==> src/rtl/stack_arb_pkg.sv <==
// Shared constants for the two-requester LIFO arbiter: FSM encoding,
// op codes and default sizing.
package stack_arb_pkg;

  localparam int DW_DEF    = 8;
  localparam int DEPTH_DEF = 16;

  localparam logic OP_PUSH = 1'b1;
  localparam logic OP_POP  = 1'b0;

  localparam logic [1:0] ST_IDLE = 2'd0;
  localparam logic [1:0] ST_EXEC = 2'd1;
  localparam logic [1:0] ST_RESP = 2'd2;

  function automatic logic [1:0] onehot2(input logic idx);
    return idx ? 2'b10 : 2'b01;
  endfunction

endpackage

==> src/rtl/stack_arbiter_if.sv <==
// Requester-facing bundle of the stack arbiter: requests, grants,
// responses and stack status.
interface stack_arbiter_if
  import stack_arb_pkg::*;
#(
  parameter int DW    = DW_DEF,
  parameter int DEPTH = DEPTH_DEF
);
  localparam int AW = $clog2(DEPTH);

  logic [1:0]    req;
  logic [1:0]    op;
  logic [DW-1:0] wdata0;
  logic [DW-1:0] wdata1;
  logic [1:0]    gnt;
  logic [1:0]    ack;
  logic [1:0]    nack;
  logic [DW-1:0] rdata;
  logic [AW:0]   count;
  logic          full;
  logic          empty;

  modport master (
    output req, op, wdata0, wdata1,
    input  gnt, ack, nack, rdata, count, full, empty
  );

  modport slave (
    input  req, op, wdata0, wdata1,
    output gnt, ack, nack, rdata, count, full, empty
  );

endinterface

==> src/rtl/lifo_stack.sv <==
// Byte-wide LIFO storage with single-cycle push/pop, registered read data
// and registered occupancy.
module lifo_stack
  import stack_arb_pkg::*;
#(
  parameter int DW    = DW_DEF,
  parameter int DEPTH = DEPTH_DEF,
  parameter int AW    = $clog2(DEPTH)
) (
  input  logic          clk,
  input  logic          rst,
  input  logic          push_i,
  input  logic          pop_i,
  input  logic [DW-1:0] din_i,
  output logic [DW-1:0] dout_o,
  output logic [AW:0]   count_o,
  output logic          full_o,
  output logic          empty_o
);

  localparam logic [AW:0] FULL_CNT = (AW+1)'(DEPTH);

  logic [DW-1:0] mem_q [DEPTH];
  logic [AW:0]   count_q;
  logic [AW:0]   count_m1;
  logic [DW-1:0] dout_q;
  logic          do_push;
  logic          do_pop;

  assign full_o   = (count_q == FULL_CNT);
  assign empty_o  = (count_q == '0);
  assign do_push  = push_i && !full_o;
  assign do_pop   = pop_i && !empty_o;
  assign count_m1 = count_q - 1'b1;

  // NOTE: storage has no reset; only the occupancy counter defines validity.
  always_ff @(posedge clk) begin
    if (do_push) mem_q[count_q[AW-1:0]] <= din_i;
  end

  always_ff @(posedge clk or posedge rst) begin
    if (rst) begin
      count_q <= '0;
      dout_q  <= '0;
    end else if (do_push) begin
      count_q <= count_q + 1'b1;
    end else if (do_pop) begin
      count_q <= count_m1;
      dout_q  <= mem_q[count_m1[AW-1:0]];
    end
  end

  assign dout_o  = dout_q;
  assign count_o = count_q;

endmodule

==> src/rtl/stack_arbiter.sv <==
// Round-robin arbiter/sequencer: one push or pop per IDLE->EXEC->RESP pass,
// with op/data latched at grant so late requester changes cannot disturb it.
module stack_arbiter
  import stack_arb_pkg::*;
#(
  parameter int DW    = DW_DEF,
  parameter int DEPTH = DEPTH_DEF
) (
  input  logic           clk,
  input  logic           rst,
  stack_arbiter_if.slave bus
);

  localparam int AW = $clog2(DEPTH);

  logic [1:0]    state_q, state_d;
  logic          rr_q, rr_d;
  logic          win_q, win_d;
  logic          op_q, op_d;
  logic [DW-1:0] wdata_q, wdata_d;
  logic [1:0]    gnt_q, gnt_d;
  logic [1:0]    ack_q, ack_d;
  logic [1:0]    nack_q, nack_d;

  logic          winner;
  logic          push_en;
  logic          pop_en;
  logic [DW-1:0] stk_dout;
  logic [AW:0]   stk_count;
  logic          stk_full;
  logic          stk_empty;

  // rr_q only matters on a tie; a lone requester always wins.
  assign winner  = (bus.req == 2'b11) ? rr_q : bus.req[1];
  assign push_en = (state_q == ST_EXEC) && (op_q == OP_PUSH) && !stk_full;
  assign pop_en  = (state_q == ST_EXEC) && (op_q == OP_POP) && !stk_empty;

  // NOTE: every output of this block gets a default first, so no path infers a latch.
  always_comb begin
    state_d = state_q;
    rr_d    = rr_q;
    win_d   = win_q;
    op_d    = op_q;
    wdata_d = wdata_q;
    gnt_d   = 2'b00;
    ack_d   = 2'b00;
    nack_d  = 2'b00;
    case (state_q)
      ST_IDLE: begin
        if (|bus.req) begin
          win_d   = winner;
          op_d    = bus.op[winner];
          wdata_d = winner ? bus.wdata1 : bus.wdata0;
          rr_d    = ~winner;
          gnt_d   = onehot2(winner);
          state_d = ST_EXEC;
        end
      end
      ST_EXEC: begin
        if (push_en || pop_en) ack_d  = onehot2(win_q);
        else                   nack_d = onehot2(win_q);
        state_d = ST_RESP;
      end
      ST_RESP: state_d = ST_IDLE;
      default: state_d = ST_IDLE;
    endcase
  end

  // NOTE: state registers use non-blocking assignment so all update together at the edge.
  always_ff @(posedge clk or posedge rst) begin
    if (rst) begin
      state_q <= ST_IDLE;
      rr_q    <= 1'b0;
      win_q   <= 1'b0;
      op_q    <= OP_POP;
      wdata_q <= '0;
      gnt_q   <= 2'b00;
      ack_q   <= 2'b00;
      nack_q  <= 2'b00;
    end else begin
      state_q <= state_d;
      rr_q    <= rr_d;
      win_q   <= win_d;
      op_q    <= op_d;
      wdata_q <= wdata_d;
      gnt_q   <= gnt_d;
      ack_q   <= ack_d;
      nack_q  <= nack_d;
    end
  end

  lifo_stack #(
    .DW    (DW),
    .DEPTH (DEPTH)
  ) u_stack (
    .clk     (clk),
    .rst     (rst),
    .push_i  (push_en),
    .pop_i   (pop_en),
    .din_i   (wdata_q),
    .dout_o  (stk_dout),
    .count_o (stk_count),
    .full_o  (stk_full),
    .empty_o (stk_empty)
  );

  assign bus.gnt   = gnt_q;
  assign bus.ack   = ack_q;
  assign bus.nack  = nack_q;
  assign bus.rdata = stk_dout;
  assign bus.count = stk_count;
  assign bus.full  = stk_full;
  assign bus.empty = stk_empty;

endmodule

==> src/flat_wrapper.sv <==
// flat-port wrapper written by rule: the top's interface ports become plain ports
module stack_arbiter_flat import stack_arb_pkg::*;
#(
  parameter int DW    = DW_DEF,
  parameter int DEPTH = DEPTH_DEF
)
  (clk, rst, bus_req, bus_op, bus_wdata0, bus_wdata1, bus_gnt, bus_ack, bus_nack, bus_rdata, bus_count, bus_full, bus_empty);
  stack_arbiter_if #(.DW(DW), .DEPTH(DEPTH)) bus_i ();
  input  logic clk;
  input  logic rst;
  input wire logic [$bits(bus_i.req)-1:0] bus_req;
  input wire logic [$bits(bus_i.op)-1:0] bus_op;
  input wire logic [$bits(bus_i.wdata0)-1:0] bus_wdata0;
  input wire logic [$bits(bus_i.wdata1)-1:0] bus_wdata1;
  output wire logic [$bits(bus_i.gnt)-1:0] bus_gnt;
  output wire logic [$bits(bus_i.ack)-1:0] bus_ack;
  output wire logic [$bits(bus_i.nack)-1:0] bus_nack;
  output wire logic [$bits(bus_i.rdata)-1:0] bus_rdata;
  output wire logic [$bits(bus_i.count)-1:0] bus_count;
  output wire logic [$bits(bus_i.full)-1:0] bus_full;
  output wire logic [$bits(bus_i.empty)-1:0] bus_empty;
  assign bus_i.req = bus_req;
  assign bus_i.op = bus_op;
  assign bus_i.wdata0 = bus_wdata0;
  assign bus_i.wdata1 = bus_wdata1;
  assign bus_gnt = bus_i.gnt;
  assign bus_ack = bus_i.ack;
  assign bus_nack = bus_i.nack;
  assign bus_rdata = bus_i.rdata;
  assign bus_count = bus_i.count;
  assign bus_full = bus_i.full;
  assign bus_empty = bus_i.empty;
  stack_arbiter #(.DW(DW), .DEPTH(DEPTH)) u_core (.clk(clk), .rst(rst), .bus(bus_i));
endmodule
==> config.mk <==
export PLATFORM = sky130hd
export DESIGN_NAME = stack_arbiter_flat
export DESIGN_NICKNAME = d
export VERILOG_FILES = /design/src/rtl/stack_arb_pkg.sv /design/src/rtl/stack_arbiter_if.sv /design/src/rtl/lifo_stack.sv /design/src/rtl/stack_arbiter.sv /design/src/flat_wrapper.sv
export SDC_FILE = /design/constraint.sdc
export NUM_CORES = 1
export LEC_CHECK = 0
export ABC_CLOCK_PERIOD_IN_PS = 2700
export CAP_MARGIN = 20
export CORE_AREA = 2 2 121 123
export CTS_CLUSTER_SIZE = 16
export DETAILED_ROUTE_END_ITERATION = 16
export DIE_AREA = 0 0 123 125
export PLACE_DENSITY = 0.67
export SLEW_MARGIN = 20
export SYNTH_ARGS = -nofsm -noshare
export SYNTH_HDL_FRONTEND = slang
export SYNTH_SLANG_ARGS = --single-unit
export TNS_END_PERCENT = 10
==> constraint.sdc <==
create_clock -name clk -period 2.7 [get_ports clk]
set_clock_uncertainty 0.15 [all_clocks]
set_input_delay 0.405 -clock clk [delete_from_list [all_inputs] [get_ports clk]]
set_output_delay 0.405 -clock clk [all_outputs]
set_load 0.05 [all_outputs]
## Word level (Yosys, flattened, before mapping)

Memories as Yosys holds them, arrays and structs flattened. A register that Yosys moved wholly into a read port is not among the register bits.
Index checks and enable logic that the tools add are counted.

| cells by class | value |
|---|---|
| $lt $le $gt $ge | 1 |
| bitwise gates (word level) | 3 |
| add/sub/neg operators | 2 |
| mux-type cells | 18 |
| eq/ne operators | 4 |
| reduce and logical (&&, ||, !) cells | 15 |

Operator list:

| kind | count |
|---|---|
| $mux 2 | 9 |
| $mux 5 | 2 |
| $mux 8 | 1 |
| $logic_and 1x1->1 | 6 |
| $add 5x1->5 const B | 1 |
| $eq 5x5->1 const B | 1 |
| $logic_not 5->1 | 1 |
| $mux 1 | 5 |
| $sub 5x1->5 const B | 1 |
| $pmux 2 s2 | 1 |
| $reduce_and 2->1 | 2 |
| $not 1->1 | 3 |
| $eq 2x1->1 const B | 1 |
| $eq 2x2->1 const B | 1 |
| $logic_not 1->1 | 2 |
| $logic_not 2->1 | 1 |
| $lt 1x2->1 const B | 1 |
| $ne 2x1->1 const B | 1 |
| $reduce_bool 2->1 | 1 |
| $reduce_or 2->1 | 1 |
| $logic_or 1x1->1 | 1 |

| storage, ports and cells | value |
|---|---|
| bits in registers | 24 |
| logic and storage cells | 53 |
| input port bits | 22 |
| memory bits (writable) | 128 |
| output and inout port bits | 21 |
| memories | 1 |

Memory list:

| name | words | bits a word | rd ports | clocked after Yosys merged registers in | write ports | RTL line | RTL |
|---|---|---|---|---|---|---|---|
| u_core.u_stack.mem_q | 16 | 8 | 1 | 1 | 1 | lifo_stack.sv:23 | `logic [DW-1:0] mem_q [DEPTH];` |

## Logic depth before layout (Yosys ltp)

Gate-level depths: netlist of the first run.

| depth | value |
|---|---|
| word-level depth | 6 |
| depth in mapped cells | 9 |
| depth with buffers taken out | 6 |

## By module

From an unflattened synthesis of the first run, not the netlist that was laid out.

| unflattened totals | value |
|---|---|
| cell total of the unflattened synthesis | 361 |
| area, all modules | 6506.2 um2 |

Modules (own cells, without submodules):

| module | area an instance (um2) | cells an instance | instances | sequential area each (um2) |
|---|---|---|---|---|
| lifo_stack | 5654.2 | 286 | 1 | 4169.0 |
| stack_arbiter | 852.1 | 75 | 1 | 475.5 |

## Least setup slack after synthesis of the first run

OpenSTA, ideal clock, no wires.

| path | value |
|---|---|
| kind | register -> register |
| start | register u_core.u_stack.count_q[0] (netlist: u_core.u_stack.count_o[0]) |
| end | register u_core.u_stack.count_q[3] (netlist: u_core.u_stack.count_o[3]) |
| data required time | 2.416 ns |
| buffers on the path | 3 |
| arrival time | 3.059 ns |
| period minus slack after synthesis | 3.343 ns |
| path slack | -0.643 ns |
| stages on the path, launching flop included | 10 |
| library setup time | 0.134 ns |
| path through | dfrtp_1 > buf_6 > buf_2 > inv_1 > ha_1 > nor4b_2 > nor3_1 > clkbuf_1 > a311oi_1 > a21oi_1 |

| between the ends | value |
|---|---|
| longest elaborated chain between the ends | 5 |
| elaborated cells between the ends (all ways) | 13 |
| those cells by class | add/sub: 2; eq/ne: 1; mux: 2; reduce/logical: 8 |

RTL lines:

| element | RTL line | RTL |
|---|---|---|
| from (decl) | lifo_stack.sv:24 | `logic [AW:0] count_q;` |
| from (signal assigned) | lifo_stack.sv:46 | `count_q <= count_q + 1'b1;` |
| from (signal assigned) | lifo_stack.sv:48 | `count_q <= count_m1;` |
| $logic_not 5->1 * | lifo_stack.sv:31 | `assign empty_o = (count_q == '0);` |
| named net bus_empty | flat_wrapper.sv:21 | `output wire logic [$bits(bus_i.empty)-1:0] bus_empty;` |
| $logic_not 1->1 * | lifo_stack.sv:33, stack_arbiter.sv:36 |  |
| $logic_and 1x1->1 | stack_arbiter.sv:36 | `assign pop_en = (state_q == ST_EXEC) && (op_q == OP_POP) && !stk_empty;` |
| $logic_and 1x1->1 * | lifo_stack.sv:33 | `assign do_pop = pop_i && !empty_o;` |
| $reduce_bool 2->1 (no source line) * | n/a |  |

Mark *: on every way through the listed nets, which the timed path passes. The rest lies on a longest branch. The select of a mux whose other input is x is not followed.
A chain may end at the register's enable or synchronous reset.

## Final worst setup path of the first run

| path | value |
|---|---|
| start | register u_core.u_stack.count_q[3] (netlist: u_core.u_stack.count_o[3]) |
| end | output port bus_count[3] |

RTL lines:

| element | RTL line | RTL |
|---|---|---|
| to (decl) | flat_wrapper.sv:19 | `output wire logic [$bits(bus_i.count)-1:0] bus_count;` |

No word-level cell between the ends.

==> results of run 1 <==
## registers in the layout (all words and copies together), names as in the netlist
name                    cells
u_core.bus.ack              2
u_core.bus.nack             2
u_core.win_q                1
u_core.u_stack.dout_o       8
u_core.u_stack.mem_q      128
u_core.u_stack.count_o      5
u_core.wdata_q              8
u_core.state_q              2
u_core.bus.gnt              2
u_core.op_q                 1
u_core.rr_q                 1
## stage by stage
stage / worst slack [ps] / util [%]
floorplan: -19.8 / -
global placement: 412 / 49.8
detailed placement: 312 / 49.8
CTS: 109 / 53.9
global route: 25.1 / 53.9
finish: 105 / 53.9
## final timing paths
path,endpoint,cells past startpoint,slack [ps]
worst max register to register,u_core.u_stack.mem_q[1][3],3,440
max in group asynchronous,u_core.u_stack.count_o[0],3,1820
worst min-delay path,u_core.bus.gnt[1],3,240
min in group clk,u_core.rr_q,1,340
worst max-delay path,bus_count[3],1,100
worst min register to register,u_core.rr_q,1,340
## layout by cell type (no fill, tap or decap), drive strengths merged, types with 9 or more instances in the layout
cell             n
a221o            9
a22oi            9
and2            18
buf             13
clkbuf          17
clkdlybuf4s50   39
dfrtp           32
edfxtp         128
inv             12
mux4            32
nor2            18
o21ai           20
## metal layers
metal / up-vias / GRT usage, % / share of wire (%)
met5: - / 0 / 0
met4: 0 / 5.28 / 1.1
met3: 15 / 5.02 / 5.4
met1: 1753 / 26.7 / 43
li1: 1529 / - / -
met2: 91 / 29.7 / 51
## cells by family (layout without fill, tap and decap cells)
family | after synthesis | in the layout | share of synthesized area [%]
compound gates | 60 | 60 | 6.92
simple gates | 64 | 64 | 5.79
mux | 32 | 32 | 11.3
fa+ha+maj | 4 | 4 | 0.784
flops | 160 | 160 | 72.8
buf+inv | 27 | 93 | 1.86
xor+xnor | 4 | 4 | 0.549
## power by group through the flow
stage / combinational [mW] / sequential [mW] / clock [mW]
final: 3.20 / 3.80 / 2.32
after global routing: 3.46 / 3.86 / 2.47
after floorplan: 1.91 / 4.00 / 0
after CTS: 3.26 / 3.80 / 2.36
after global placement: 3.20 / 3.82 / 0
after detailed placement: 3.24 / 3.85 / 0
## final cells by class
cell class	instances	area, sq um
flip-flops and latches	160	4650
fillers	1132	6540
clock buffers	17	425
inverters	9	33.8
repair buffers	52	526
multi-input cells	164	1640
well taps	184	230
clock inverters	15	160
==> qor.csv, run 1 <==
stage,metric,value,unit
outcome,status,"complete, no violations",
clock_network,hold_buf cts,0,
clock_network,H-tree depth,4,
critical_path,critical path cell sequence,clkdlybuf4s50_1,
route,Wirelength per Cell,22.1,um
logic_synthesis,Mapped Cells,351,
grt,initial antenna violation count,0,
place,GPL Wtd Cong,0.829,
floorplan,Die Area,15400,sq um
layout,Final nets,430,
pwr,Pwr Density,1220,nW/um^2
clock_network,CTS Root Cell,clkbuf_16,
layout,Layout Cells excl Fill,601,
route,ANT nets after route,0,
pwr,Worst VDD drop,889,uV
critical_path,CP peak stage delay,930,ps
pwr,Leakage,2.61,nW
critical_path,crit path from,u_core.u_stack.count_o[3],
sta,Final period util,96.1,%
pwr,switch share,35.5,%
logic_synthesis,post-synthesis async set-or-reset flop share,20.0,%
floorplan,Cell Rows,44,
clock_network,Post-CTS Setup Inserts,0,
route,via count,3388,
sta,hold slack,236,ps
route,DRC,0,
pwr,Int Pwr,6.01,mW
clock_network,# clock sinks,160,
critical_path,Crit. End Element,primary output,
logic_synthesis,leading area contributor after synthesis,edfxtp_1,
pwr,Switching Power,3.31,mW
logic_synthesis,post-synthesis sequential area ratio,72.8,%
logic_synthesis,synth unique cells,42,
grt,Total GRT Usage,19.0,%
critical_path,type of origin of the critical path,flip-flop,
grt,number of global-route vias before repair,3648,
place,DP Cell Count,569,
floorplan,DIE WIDTH,123,um
sta,"Slew Viols, Final",0,
critical_path,reg-to-reg startpoint,u_core.u_stack.count_o[3],
logic_synthesis,area of the mapped netlist,6380,sq um
route,DR vias/cell,5.64,
logic_synthesis,Synth top area share,60.2,%
grt,pin count of the biggest net entering global routing,35,
sta,worst-margin pin slew,719,ps
pwr,register share of total power,40.7,%
route,DR iter-0 viols,231,
critical_path,Setup CP Type,reg -> out,
sta,final critical-path required period,2600,ps
logic_synthesis,Most used DFF post-synth,edfxtp_1,
critical_path,crit path max fanout,16,
min_path,Worst Hold Class,in -> async,
sta,Setup TNS,0,ps
logic_synthesis,net count after synthesis,377,
logic_synthesis,commonest cells in the netlist,"edfxtp_1 (128), dfrtp_1 (32), mux4_2 (32)",
critical_path,family with the most delay on the worst path,buffers and inverters,
logic_synthesis,number of synthesized flops with an enable pin,128,
floorplan,Die Span Y,125,um
pwr,Clk network pwr share,24.9,%
layout,Synth-to-Final Area Change,20.1,%
sta,relative slew slack,52.1,%
sta,RSZ-0062 raised after global routing,no,
run,Max Cap Viol,0,
grt,global-route wire length before repair,21300,um
floorplan,core box area,14200,sq um
place,port bufs,42,
place,placed standard-cell area,7070,sq um
floorplan,I/O pin count,43,
logic_synthesis,ranking of synthesized cells by area,"edfxtp_1 (60%), dfrtp_1 (13%), mux4_2 (11%)",
clock_network,post_cts resized,0,
clock_network,Clock Latency Late Sink,410,ps
clock_network,clk slew on worst S/H paths,60,ps
sta,count of final hold-check violations,0,
route,routed wire length,13300,um
layout,post-route cell area,7660,sq um
layout,share of cells above drive strength 1,21.3,%
grt,GRT overflow,0,
pwr,Pwr Total,9.32,mW
logic_synthesis,"Warnings, synthesis",0,
route,First-pass DRT Iterations,4,
critical_path,Worst Path Buf+Inv,1,
logic_synthesis,"count leader, synth",edfxtp_1,
clock_network,CTS Buf Count,17,
sta,final setup fails,0,
pwr,Logic pwr share,34.3,%
critical_path,critical path data arrival time,2040,ps
floorplan,initial core utilization,44.9,%
place,Post-DP HPWL,8520,um
clock_network,CTS tree,yes,
logic_synthesis,"Avg Cell Area, Syn",18.2,sq um
layout,antenna cell count,0,
critical_path,Crit path required time,2140,ps
critical_path,"Max stage delay cell, worst path",clkdlybuf4s50_1,
sta,Max Clk Rate,0.385,GHz
logic_synthesis,synthesized flop and latch total,160,
clock_network,CTS Buffer Depth,2,
(Power assumes the default switching activity.)
==> inputs of run 2 (changes only) <==
- ABC_AREA: not set -> 1
- ABC_CLOCK_PERIOD_IN_PS: 2700 -> not set
- CELL_PAD_IN_SITES_DETAIL_PLACEMENT: not set -> 0
- CELL_PAD_IN_SITES_GLOBAL_PLACEMENT: not set -> 1
- CORE_AREA: 2 2 121 123 -> 2 2 133 135
- DIE_AREA: 0 0 123 125 -> 0 0 135 137
- PLACE_DENSITY: 0.67 -> not set
- PLACE_DENSITY_LB_ADDON: not set -> 0.1
==> run 2 against run 1 <==
Synthesized cell count increased by 100%. First-iteration DRC count rose by 25%. Non-clock buffer count up 18. Sequential cell count stayed put. Design area up 8.9%. Critical path type unchanged. Largest cell class unchanged.
==> qor.csv, run 2 <==
stage,metric,value,unit
outcome,status,"complete, no violations",
sta,count of final hold-check violations,0,
place,Post-DP HPWL,11100,um
logic_synthesis,leading area contributor after synthesis,edfxtp_1,
critical_path,critical path data arrival time,1830,ps
route,DR iter-0 viols,288,
critical_path,R2R Setup Slk,330,ps
clock_network,Post-CTS Setup Inserts,0,
logic_synthesis,synthesized flop and latch total,160,
clock_network,CTS Root Cell,clkbuf_16,
layout,number of flip-flops under the largest register name,128,
floorplan,Die Span Y,137,um
logic_synthesis,"count leader, synth",nand2_1,
sta,hold slack,26.5,ps
min_path,Worst Hold Class,in -> async,
critical_path,Crit path required time,2140,ps
logic_synthesis,ranking of synthesized cells by area,"edfxtp_1 (55%), nand2_1 (14%), dfrtp_1 (11%)",
floorplan,initial core utilization,41.0,%
sta,RSZ-0062 raised after global routing,no,
logic_synthesis,net count after synthesis,734,
critical_path,Worst Path Buf+Inv,1,
logic_synthesis,Synth top area share,55.0,%
floorplan,DIE WIDTH,135,um
clock_network,hold_buf cts,0,
grt,initial antenna violation count,0,
place,GPL Wtd Cong,0.858,
logic_synthesis,post-synthesis sequential area ratio,66.4,%
route,DR vias/cell,4.84,
clock_network,post_cts resized,0,
grt,GRT overflow,0,
floorplan,I/O pin count,43,
grt,global-route wire length before repair,26300,um
layout,"commonest non-fill, non-tap cell in the layout",nand2_1,
layout,Synth-to-Final Area Change,19.3,%
logic_synthesis,area of the mapped netlist,6990,sq um
clock_network,CTS tree,yes,
run,Max Cap Viol,0,
critical_path,CP peak stage delay,870,ps
route,via count,4892,
sta,Max Clk Rate,0.419,GHz
logic_synthesis,number of synthesized flops with an enable pin,128,
sta,Final period util,88.4,%
route,ANT nets after route,0,
critical_path,critical path cell sequence,clkdlybuf4s50_1,
route,First-pass DRT Iterations,4,
critical_path,family with the most delay on the worst path,buffers and inverters,
layout,"commonest cells after routing, fill and taps aside","nand2_1 (252), edfxtp_1 (128), inv_1 (116)",
sta,worst-margin pin slew,906,ps
sta,Setup TNS,0,ps
logic_synthesis,Mapped Cells,708,
place,port bufs,42,
clock_network,clk slew on worst S/H paths,60,ps
sta,relative slew slack,39.6,%
floorplan,Cell Rows,48,
grt,pin count of the biggest net entering global routing,70,
logic_synthesis,commonest cells in the netlist,"nand2_1 (252), edfxtp_1 (128), inv_1 (116)",
clock_network,H-tree depth,4,
logic_synthesis,"Warnings, synthesis",0,
clock_network,# clock sinks,160,
logic_synthesis,Most used DFF post-synth,edfxtp_1,
grt,number of global-route vias before repair,4809,
layout,Final nets,798,
sta,final critical-path required period,2390,ps
route,Wirelength per Cell,16.8,um
layout,# fillers,1570,
logic_synthesis,synth unique cells,23,
sta,final setup fails,0,
layout,share of cells above drive strength 1,8.41,%
clock_network,Clock Latency Late Sink,420,ps
critical_path,"Max stage delay cell, worst path",clkdlybuf4s50_1,
clock_network,CTS Buffer Depth,2,
pwr,Pwr Density,1230,nW/um^2
critical_path,Setup CP Type,reg -> out,
layout,antenna cell count,0,
pwr,Leakage,3.71,nW
floorplan,Die Area,18500,sq um
floorplan,core box area,17100,sq um
logic_synthesis,post-synthesis async set-or-reset flop share,20.0,%
critical_path,crit path max fanout,8,
grt,Total GRT Usage,19.4,%
sta,"Slew Viols, Final",0,
route,DRC,0,
critical_path,Crit. End Element,primary output,
pwr,Worst VDD drop,577,uV
route,routed wire length,16900,um
critical_path,type of origin of the critical path,flip-flop,
clock_network,CTS Buf Count,17,
logic_synthesis,"Avg Cell Area, Syn",9.88,sq um
-- run 2: changes by cell type after synthesis, moves of 15 or more --
| cell | before | now |
|---|---|---|
| nand3_1 | 1 | 107 |
| inv_1 | 9 | 116 |
| nand2_1 | 3 | 252 |
| mux4_2 | 32 | 0 |
| and2_1 | 18 | 0 |
| o21ai_0 | 18 | 3 |
-- run 2: metal layers --
metal,track usage (%),up-vias,part of all wire [%]
met5,0,-,0
met4,7.12,0,1.9
met3,3.44,24,3.2
met2,34.0,99,51
met1,24.2,2389,43
li1,-,2380,-
-- run 2: cell type report --
type | count | area, sq um | area share (%)
clock buffer | 20 | 437 | 5.23
multi-input combinational | 404 | 1770 | 21.2
sequential | 160 | 4650 | 55.7
inverter | 119 | 447 | 5.35
timing repair buffer | 70 | 623 | 7.47
clock inverter | 12 | 141 | 1.69
tap | 225 | 282 | 3.37
-- run 2: cell families (layout without fill, tap and decap cells) --
kind of cell               after synthesis  after routing  share of synthesized area, %
adders and majority gates                4              4                         0.716
xor gates and xnor gates                 6              6                         0.966
AOI/OAI and AO/OA                        7              7                         0.644
DFF                                    160            160                          66.4
buffers and inverters                  144            221                          8.30
and+or+nand+nor                        387            387                          23.0
-- run 2: metrics by stage --
stage	util (%)	power (mW)	instances	cell area (sq um)	setup WS (ps)
2_1_floorplan	-	6.38	708	6990	-120
3_3_place_gp	45.5	8.01	978	7760	386
3_5_place_dp	45.5	8.01	978	7760	365
4_1_cts	48.9	10.4	1010	8340	303
5_1_grt	48.9	10.9	1010	8340	179
6_report	48.9	10.3	1010	8340	312
-- run 2: worst paths after layout --
path | startpoint | to | cells after the start
min in group clk | u_core.win_q | u_core.bus.ack[0] | 1
max | u_core.u_stack.count_o[3] | bus_count[3] | 1
min reg2reg | u_core.win_q | u_core.bus.ack[0] | 1
max reg2reg | u_core.u_stack.count_o[1] | u_core.u_stack.mem_q[1][5] | 10
max in group asynchronous | rst | u_core.u_stack.count_o[0] | 3
min | rst | u_core.wdata_q[0] | 2
-- run 2: power by group --
group          internal [mW]  total [mW]  switching (mW)
logic                   1.29        4.17            2.87
registers               3.23        3.77           0.543
clock network           1.44        2.37           0.923
==> inputs of run 3 (changes only) <==
- GPL_TIMING_DRIVEN: not set -> 1
==> results of run 3 <==
Final layout, timing and power as in run 2 (identical DEF).
